$ cat src/rtl/click_classifier_pkg.sv
// ---------------------------------------------------------------------------
// click_pkg
// Shared definitions for the click classifier and any other block that needs
// to turn a time window into a cycle count.
//   state_e     : burst-tracking FSM states (IDLE, COLLECT)
//   win_cycles  : clock frequency in MHz times window in microseconds gives
//                 the window length in clock cycles
// ---------------------------------------------------------------------------
package click_pkg;

   typedef enum logic {
      IDLE    = 1'b0,
      COLLECT = 1'b1
   } state_e;

   // MHz * us cancels to a plain cycle count, so no rounding is involved.
   function automatic int win_cycles(input int freq_mhz, input int window_us);
      return freq_mhz * window_us;
   endfunction

endpackage

$ cat src/rtl/click_classifier.sv
// ---------------------------------------------------------------------------
// click_classifier
// Groups debounced key-press strobes into bursts. A burst ends when a full
// window of W cycles passes with no further press. It is then reported once
// as a click count, saturated at MAX_CLICKS, together with an overflow flag.
//
// Ports:
//   clk_i              single clock, rising edge
//   rst_i              asynchronous, active-high reset
//   key_pressed_stb_i  one-cycle press strobe, already synchronous to clk_i
//   click_valid_o      one-cycle pulse when a finished burst is reported
//   click_cnt_o        presses in the reported burst (saturated); held
//                      until the next report
//   click_ovf_o        reported burst had more than MAX_CLICKS presses;
//                      held until the next report
//   busy_o             a burst is being collected
// ---------------------------------------------------------------------------
module click_classifier
   import click_pkg::*;
#(
   parameter int CLK_FREQ_MHZ = 150,
   parameter int WINDOW_US    = 250,
   parameter int MAX_CLICKS   = 3,
   localparam int W  = win_cycles(CLK_FREQ_MHZ, WINDOW_US),
   localparam int CW = $clog2(MAX_CLICKS + 1)
) (
   input  logic          clk_i,
   input  logic          rst_i,
   input  logic          key_pressed_stb_i,
   output logic          click_valid_o,
   output logic [CW-1:0] click_cnt_o,
   output logic          click_ovf_o,
   output logic          busy_o
);

   // The guard keeps the width legal long enough for the check below to
   // report a too-short window.
   localparam int TW = (W > 1) ? $clog2(W) : 1;

   localparam logic [TW-1:0] TIMER_LAST = TW'(W - 1);
   localparam logic [CW-1:0] CNT_MAX    = CW'(MAX_CLICKS);

   // The window must span at least two cycles. Otherwise the timer has no
   // room to count between a press and the expiry edge.
   generate
      if (W < 2) begin : g_window_too_short
         $error("click_classifier: window must be at least 2 clock cycles");
      end
   endgenerate

   state_e          state;
   logic [TW-1:0]   timer;
   logic [CW-1:0]   count;
   logic            ovf_flag;

   // The whole burst tracker is a single registered process.
   //
   // - The timer counts idle cycles since the most recent press.
   // - Reaching W-1 with no press on the next edge closes the burst.
   // - A press on that same edge takes priority: it is counted and the
   //   window restarts, so no report is issued on that edge.
   // - The count saturates instead of wrapping. Presses beyond MAX_CLICKS
   //   only set the overflow flag.
   // - The report outputs are loaded only at expiry, so they keep the last
   //   result while the valid pulse is low.
   always_ff @(posedge clk_i or posedge rst_i) begin
      if (rst_i) begin
         state         <= IDLE;
         timer         <= '0;
         count         <= '0;
         ovf_flag      <= 1'b0;
         click_valid_o <= 1'b0;
         click_cnt_o   <= '0;
         click_ovf_o   <= 1'b0;
         busy_o        <= 1'b0;
      end else begin
         click_valid_o <= 1'b0;
         case (state)
            IDLE: begin
               if (key_pressed_stb_i) begin
                  count    <= CW'(1);
                  ovf_flag <= 1'b0;
                  timer    <= '0;
                  state    <= COLLECT;
                  busy_o   <= 1'b1;
               end
            end
            COLLECT: begin
               if (key_pressed_stb_i) begin
                  timer <= '0;
                  if (count < CNT_MAX) begin
                     count <= count + CW'(1);
                  end else begin
                     ovf_flag <= 1'b1;
                  end
               end else if (timer != TIMER_LAST) begin
                  timer <= timer + TW'(1);
               end else begin
                  click_valid_o <= 1'b1;
                  click_cnt_o   <= count;
                  click_ovf_o   <= ovf_flag;
                  state         <= IDLE;
                  busy_o        <= 1'b0;
               end
            end
            default: begin
               state  <= IDLE;
               busy_o <= 1'b0;
            end
         endcase
      end
   end

endmodule

$ cat config.mk
export PLATFORM = sky130hd
export DESIGN_NAME = click_classifier
export DESIGN_NICKNAME = d
export VERILOG_FILES = /design/src/rtl/click_classifier_pkg.sv /design/src/rtl/click_classifier.sv
export SDC_FILE = /design/constraint.sdc
export NUM_CORES = 1
export LEC_CHECK = 0
export ABC_AREA = 1
export CORE_UTILIZATION = 39
export DETAILED_ROUTE_END_ITERATION = 10
export MAX_ROUTING_LAYER = met4
export PLACE_DENSITY = 0.64
export SLEW_MARGIN = 20
export SYNTH_ARGS = -nofsm -noshare
export SYNTH_HDL_FRONTEND = slang
export SYNTH_SLANG_ARGS = --single-unit
$ cat constraint.sdc
create_clock -name clk_i -period 1.7 [get_ports clk_i]
set_input_delay 0.51 -clock clk_i [delete_from_list [all_inputs] [get_ports clk_i]]
set_output_delay 0.51 -clock clk_i [all_outputs]
set_load 0.01 [all_outputs]
### Word level (Yosys, flattened, before mapping)

Index checks and enable logic that the tools add are counted.

| word-level totals | value |
|---|---|
| input bits | 3 |
| register bits after elaboration | 25 |

| cells by class | value |
|---|---|
| bitwise operators | 3 |
| multiplexer cells | 23 |
| $lt $le $gt $ge | 1 |
| eq/ne operators | 8 |
| reduce and logical (&&, ||, !) cells | 5 |
| add/subtract/negate cells | 2 |

Operators by type and width:

| cell | number |
|---|---|
| $mux 16 | 3 |
| $pmux 16 s2 | 1 |
| $add 16x1->16 const B | 1 |
| $ne 16x16->1 const B | 1 |
| $mux 1 | 12 |
| $reduce_and 3->1 | 4 |
| $ne 2x2->1 const B | 5 |
| $mux 2 | 3 |
| $pmux 1 s2 | 3 |
| $pmux 2 s2 | 1 |
| $ne 3x2->1 const B | 1 |
| $not 1->1 | 3 |
| $add 2x1->2 const B | 1 |
| $lt 2x2->1 const B | 1 |
| $ne 2x1->1 const B | 1 |
| $reduce_and 2->1 | 1 |

### Longest topological paths before layout

Gate-level depths: netlist of run 1.

| depth | value |
|---|---|
| word-level depth | 4 |
| depth in mapped cells | 10 |

### Least setup slack after synthesis of run 1

OpenSTA, ideal clock, no wires.

| timing path | value |
|---|---|
| kind | input port to flip-flop |
| from | input key_pressed_stb_i |
| to | register timer[12] |
| library setup time | 0.115 ns |
| arrival time | 1.376 ns |
| path slack | 0.209 ns |
| required time | 1.585 ns |
| stages | 10 |
| buffers on the path | 2 |
| cell sequence | buf_6 > nor2_2 > nand3_1 > nor2_4 > nand2_4 > nand2_8 > inv_6 > buf_12 > nand3_2 > nand2_2 |

| between the ends | value |
|---|---|
| cells in the longest elaborated chain, start to end | 2 |
| elaborated cells on any way between the ends | 5 |

RTL lines:

| element | line | source |
|---|---|---|
| start, declared | click_classifier.sv:29 | `input logic key_pressed_stb_i,` |
| $mux 16, or another cell as far along | click_classifier.sv:89 | `if (key_pressed_stb_i) begin` |
| $pmux 16 s2 / $reduce_and 2->1 (equally long branches) | - |  |
| end signal, assigned | click_classifier.sv:97 | `timer <= timer + TW'(1);` |
| end, declared | click_classifier.sv:52 | `logic [TW-1:0] timer;` |

Parallel ways exist; a longest one is shown, timed or not.
A chain may end at the register's enable or synchronous reset.

### Final worst setup path of run 1

| timing path | value |
|---|---|
| from | register click_valid_o |
| to | output click_valid_o |

RTL lines:

| element | line | source |
|---|---|---|
| start, declared | click_classifier.sv:30 | `output logic click_valid_o,` |
| start signal, assigned | click_classifier.sv:72 | `click_valid_o <= 1'b0;` |
| start signal, assigned | click_classifier.sv:77 | `click_valid_o <= 1'b0;` |
| start signal, assigned | click_classifier.sv:99 | `click_valid_o <= 1'b1;` |

No word-level cell between the ends.

==> results of run 1 <==
## power by group
| part | total (µW) | switching [µW] | internal (µW) |
|---|---|---|---|
| combinational | 142 | 72.1 | 69.8 |
| clock | 374 | 208 | 167 |
| sequential | 655 | 28.7 | 626 |
| total | 1170 | 309 | 862 |
## cells by family after synthesis
logic type	share of synthesized area (%)
and+or+nand+nor	39.28
AOI/OAI and AO/OA	9.120
buffers and inverters	10.00
adders and majority gates	1.600
DFF	40.00
## stage by stage
step           util [%]  cell area, µm²
5_1_grt           47.63            1783
6_report          47.63            1783
3_3_place_gp      45.86            1717
4_1_cts           47.16            1765
3_5_place_dp      45.86            1717
2_1_floorplan         -            1564
## area by class of cell
class | instances | area [µm²]
clock buffer | 3 | 41.29
inverter | 25 | 98.84
sequential | 25 | 625.6
timing repair buffer | 16 | 160.2
clock inverter | 1 | 7.507
fill | 387 | 1961
multi-input combinational | 144 | 789.5
tap | 48 | 60.06
## registers in the layout, summed over array words and instances (netlist names)
register,flops
timer,16
click_valid_o,1
ovf_flag,1
count,2
busy_o,1
click_ovf_o,1
state,1
click_cnt_o,2
## cell usage after synthesis (2+ instances only)
cell type,count
a21oi_1,4
o21ai_0,5
ha_1,2
o21ai_1,4
nor2_1,23
dfrtp_1,25
clkbuf_4,2
nand4_1,15
o21ai_2,8
nor2_2,5
nand2_2,3
inv_2,7
buf_6,2
nor2_4,2
inv_1,16
nand3_2,5
nand2_1,43
nor3b_1,3
nand3_1,17
## repair_timing
action	CTS	global route
endpoints found under the setup margin	0	18
gates resized for setup	0	7
setup buffers	0	0
## routing by layer
| metal | up-vias | part of all wire [%] | global-route usage (%) |
|---|---|---|---|
| li1 | 685 | - | - |
| met1 | 592 | 50 | 26.59 |
| met2 | 23 | 44 | 27.19 |
| met3 | 5 | 4.5 | 2.083 |
| met4 | 0 | 1.4 | 6.250 |
| met5 | - | 0 | - |
## how the worst max path moves through the flow
stage                            startpoint        endpoint  slack, ns
final                         click_valid_o   click_valid_o       0.06
after detailed placement  key_pressed_stb_i        timer[2]      -0.18
after floorplan           key_pressed_stb_i       timer[12]       0.21
after CTS                            busy_o          busy_o      0.009
after global routing               timer[0]        timer[2]      0.005
after global placement    key_pressed_stb_i  click_cnt_o[0]      -0.13
==> results_dict.tcl, run 1 <==
set metrics [dict create \
    synthCells 199 \
    fp.dieArea_um2 4267 \
    dp_slack_ns -0.1760 \
    drt_iter0_drc 43 \
    reg2regPathDepth 8 \
    cts_tree "yes" \
    fmax_mhz 610.6 \
    maxCapViolCount 0 \
    synth_largest_area_cell "dfrtp_1" \
    finalWorstSetupSlack_ns 0.06221 \
    worstSetupEndpointType "output pin" \
    rr_startpoint "timer[0]" \
    worst_path_largest_cell_delay_ns 0.52 \
    synth_edf_count 0 \
    stdcell_count 262 \
    cp.arrival_ns 1.13 \
    place_hpwl_um 2487 \
    crit_chain "clkdlybuf4s50_1" \
    clk_latency_ns 0.28 \
    io_pins 8 \
    cp_slowest_cell "clkdlybuf4s50_1" \
    grt_pass1_wl_um 5768 \
    holdWs_ns 0.4790 \
    synth-seq-cells 25 \
    initial_core_util_pct 41.78 \
    num_vias 1305 \
    grt_overflow_total 0 \
    num_rows 22 \
    rsz0062_at_grt "no" \
    clk_pin_slew_ns 0.09 \
    required_ns 1.19 \
    hold_end "click_ovf_o" \
    cp_num_cells 1 \
    slew_headroom_pct 78.19 \
    vias_per_cell 4.981 \
    grt_max_degree 26 \
    hold_path_class "reg -> reg" \
    cp-start-kind "register" \
    vdd_drop_max_mv 0.5004 \
    synth.top_cell.area_share_pct 40.00 \
    rrSetupSlack_ns 0.14 \
    outcome "finished, final reports clean" \
    min_period_ns 1.638 \
    dp_cells 258 \
    root_buffer "clkbuf_8" \
    drt_pass1_iterations 5 \
    final_antenna_net_count 0 \
    period_share_pct 96.34 \
    cts_buffer_depth 2 \
    die_w_um 65.33 \
    synth_top_cells_by_area "dfrtp_1 (40%), nand2_1 (10%), nand4_1 (6.0%)" \
    tightest_slew_ns 0.3272 \
    dieHeight_um 65.33 \
    r2r-end "timer[2]" \
    netlist-cell-type-count 27 \
    ys_seq_area_share_pct 40.00 \
    area_delta_synth_final_pct 14.00 \
    gp_congestion 0.9155 \
    grt_pass1_vias 1180 \
    leakagePower_uw 0.0007966 \
    synth.avg_cell_area_um2 7.859 \
    drc 0 \
    core-area_um2 3744 \
    holdPathStages 2 \
    ys_warn_count 0 \
    async_flop_share_pct 100.0 \
    worstPathMaxFanout 1 \
    final_common_cell "nand2_1" \
    drive_gt1_share_pct 22.90 \
    io_buffers 7 \
    total_power_uw 1171 \
    ys.flop_type "dfrtp_1" \
    clock-sinks 25 \
    crit_buf_inv 1 \
    hold_violations 0 \
    drt-total-wl_um 3348 \
    syn_nets 204 \
    hp-start "click_ovf_o" \
    numCtsBuffers 3 \
    wl_per_cell_um 12.78 \
    final_cell_mix "nand2_1 (43), dfrtp_1 (25), nor2_1 (21)" \
    antenna_found_initial 0 \
    finalSetupTns_ns 0 \
    setup_viol 0 \
    nets 220 \
    htreeDepth 1 \
    netlist_area_um2 1564 \
    clock_skew_ns 0.002828 \
    slew_violations 0 \
    cts_hold_buf 0 \
    cellPowerDensity_nw_per_um2 656.9 \
    grtUsageTotal_pct 18.56 \
    path_class "reg -> out" \
    path_delay_family "buffers and inverters" \
    diodes 0 \
]
Power figures use the tool's default switching activity.
==> run 2: changes to the inputs <==
--- a/config.mk
+++ b/config.mk
@@ -5,11 +5,10 @@
 export SDC_FILE = /design/constraint.sdc
 export NUM_CORES = 1
 export LEC_CHECK = 0
-export ABC_AREA = 1
 export CORE_UTILIZATION = 39
 export DETAILED_ROUTE_END_ITERATION = 10
 export MAX_ROUTING_LAYER = met4
-export PLACE_DENSITY = 0.64
+export PLACE_DENSITY = 0.65
 export SLEW_MARGIN = 20
 export SYNTH_ARGS = -nofsm -noshare
 export SYNTH_HDL_FRONTEND = slang
==> results_dict.tcl, run 2 <==
set metrics [dict create \
    ys_warn_count 0 \
    worstPathMaxFanout 3 \
    final_cell_mix "buf_4 (25), dfrtp_1 (24), nor2_1 (14)" \
    io_pins 8 \
    setup_viol 10 \
    core-area_um2 2877 \
    netlist-cell-type-count 33 \
    final_antenna_net_count 0 \
    synth.top_cell.area_share_pct 51.07 \
    clk_latency_ns 0.33 \
    period_share_pct 118.9 \
    synth_edf_count 0 \
    postLayoutCellArea_um2 1632 \
    met1_usage_pct 24.07 \
    vdd_drop_max_mv 0.5336 \
    regArea_um2 626.9 \
    initial_core_util_pct 42.58 \
    fill_cells 243 \
    worstSetupEndpointType "register" \
    fmax_mhz 494.8 \
    cts_buffer_depth 2 \
    grtUsageMet2_pct 29.56 \
    fp.dieArea_um2 3369 \
    tightest_slew_ns 0.3212 \
    path_class "reg -> reg" \
    top_regs "timer: 16 flops, click_cnt_o: 2 flops, count: 2 flops" \
    power.internal_uw 798.6 \
    diodes 0 \
    slew_headroom_pct 78.39 \
    dp_cells 186 \
    outcome "finished with violations" \
    power.share.clock_pct 25.3 \
    drc 0 \
    cp.arrival_ns 2.26 \
    vias_per_cell 5.264 \
    ys_seq_area_share_pct 51.07 \
    drt-total-wl_um 2954 \
    num_vias 1037 \
    cts_hold_buf 0 \
    gp_congestion 0.8088 \
    grtUsageTotal_pct 19.18 \
    syn_nets 125 \
    grt_pass1_wl_um 4685 \
    drt_pass1_iterations 4 \
    drt_iter0_drc 19 \
    synth-seq-cells 25 \
    synthCells 120 \
    dp_slack_ns -0.5738 \
    finalSetupTns_ns -1.953 \
    grt_overflow_total 0 \
    ys.flop_type "dfrtp_1" \
    multi_input_area_um2 621.8 \
    cellPowerDensity_nw_per_um2 675.8 \
    p_comb_share_pct 14.3 \
    rsz0062_at_grt "yes" \
    grt_pass1_vias 988 \
    die_w_um 58.05 \
    place_area_um2 1495 \
    finalWorstSetupSlack_ns -0.3211 \
    synth_top_cells_by_area "dfrtp_1 (51%), xnor2_1 (5.0%), nor2_1 (4.3%)" \
    nets 161 \
    hold_path_class "in -> async" \
    gr-usage-met3_pct 3.348 \
    violations "setup timing" \
    numCtsBuffers 3 \
    cts_tree "yes" \
    cp-start-kind "register" \
    required_ns 1.93 \
    grt_max_degree 26 \
    p_sw_share_pct 27.57 \
    io_buffers 7 \
    synth_commonest_cells "dfrtp_1 (25), nor2_1 (14), a21oi_1 (8), nand2_1 (8), xnor2_1 (7)" \
    p_sw_uw 304.0 \
    antenna_found_initial 0 \
    top_register "timer" \
    total_power_uw 1103 \
    clock_skew_ns 0.01177 \
    synth_largest_area_cell "dfrtp_1" \
    largest_register_ffs 16 \
    async_flop_share_pct 100.0 \
    leakagePower_uw 0.0007131 \
    min_period_ns 2.021 \
    drive_gt1_share_pct 30.97 \
    clock-sinks 25 \
    dieHeight_um 58.05 \
    grt-busiest-layer "met2" \
    synth.most_common_cell "dfrtp_1" \
    seqPwrFrac_pct 60.4 \
    wl_per_cell_um 14.99 \
    final_common_cell "buf_4" \
    htreeDepth 1 \
    root_buffer "clkbuf_4" \
    slew_violations 0 \
    place_hpwl_um 1946 \
    maxCapViolCount 0 \
    stdcell_count 197 \
    num_rows 19 \
    hold_violations 0 \
    netlist_area_um2 1225 \
    clk_pin_slew_ns 0.15 \
    area_delta_synth_final_pct 33.20 \
    synth.avg_cell_area_um2 10.21 \
]
## run 2: repair_timing
item / 4_1_cts / 5_1_grt
setup buffers: 4 / 3
cloned: 0 / 0
gates resized for setup: 13 / 6
setup endpoints to repair: 18 / 10
pin swaps: 4 / 7
## run 2: critical path, cell delays in order, from the launching register on
cell,delay [ns]
dfrtp_1,0.41
or4_4,0.55
or3_4,0.37
nor3_4,0.24
mux2_2,0.36
## run 2: through the flow
stage          hold slack (ns)  utilization [%]
6_report                0.5092            56.72
3_5_place_dp            0.5040            51.98
5_1_grt                 0.5338            56.72
2_1_floorplan           0.4803                -
3_3_place_gp            0.4924            51.98
4_1_cts                 0.5274            55.02
## run 2: final cells by class
cell class | count | share of cell area (%)
sequential | 25 | 38.42
multi-input combinational | 86 | 38.11
clock buffer | 3 | 1.380
inverter | 5 | 1.150
tap | 42 | 3.221
timing repair buffer | 35 | 17.41
clock inverter | 1 | 0.3067
## run 2: per-layer routing
metal / part of all wire (%) / wire length, µm
met1: 46 / 1362
met2: 49 / 1442
met3: 2.5 / 73
met4: 2.6 / 76
met5: 0 / 0
## run 2: path summary, 6_finish.rpt
check / end / depth (start not counted) / from / slack, ns
hold / removal: click_valid_o / 3 / rst_i / 0.51
max in group asynchronous: timer[2] / 3 / rst_i / 0.92
hold reg to reg: click_ovf_o / 1 / ovf_flag / 0.54
setup / recovery: click_cnt_o[1] / 4 / timer[7] / -0.32
setup reg to reg: click_cnt_o[1] / 4 / timer[7] / -0.32
min in group clk_i: click_ovf_o / 1 / ovf_flag / 0.54
## run 2: logic make-up (layout without fill, tap and decap cells)
kind of cell               Yosys count  in the layout  share of synthesized area [%]
and+or+nand+nor                     52             52                          24.01
adders and majority gates            2              2                          2.043
muxes                                4              4                          3.575
buffers and inverters                9             44                          2.758
xor gates and xnor gates             9              9                          6.435
AOI/OAI and AO/OA                   19             19                          10.11
DFF                                 25             25                          51.07
## run 2: power groups by stage
stage / combinational (µW) / clock, µW / sequential, µW
after CTS: 157 / 280 / 664
after detailed placement: 152 / 0 / 672
final: 158 / 279 / 666
after global placement: 145 / 0 / 673
after global routing: 178 / 306 / 670
after floorplan: 109 / 0 / 668
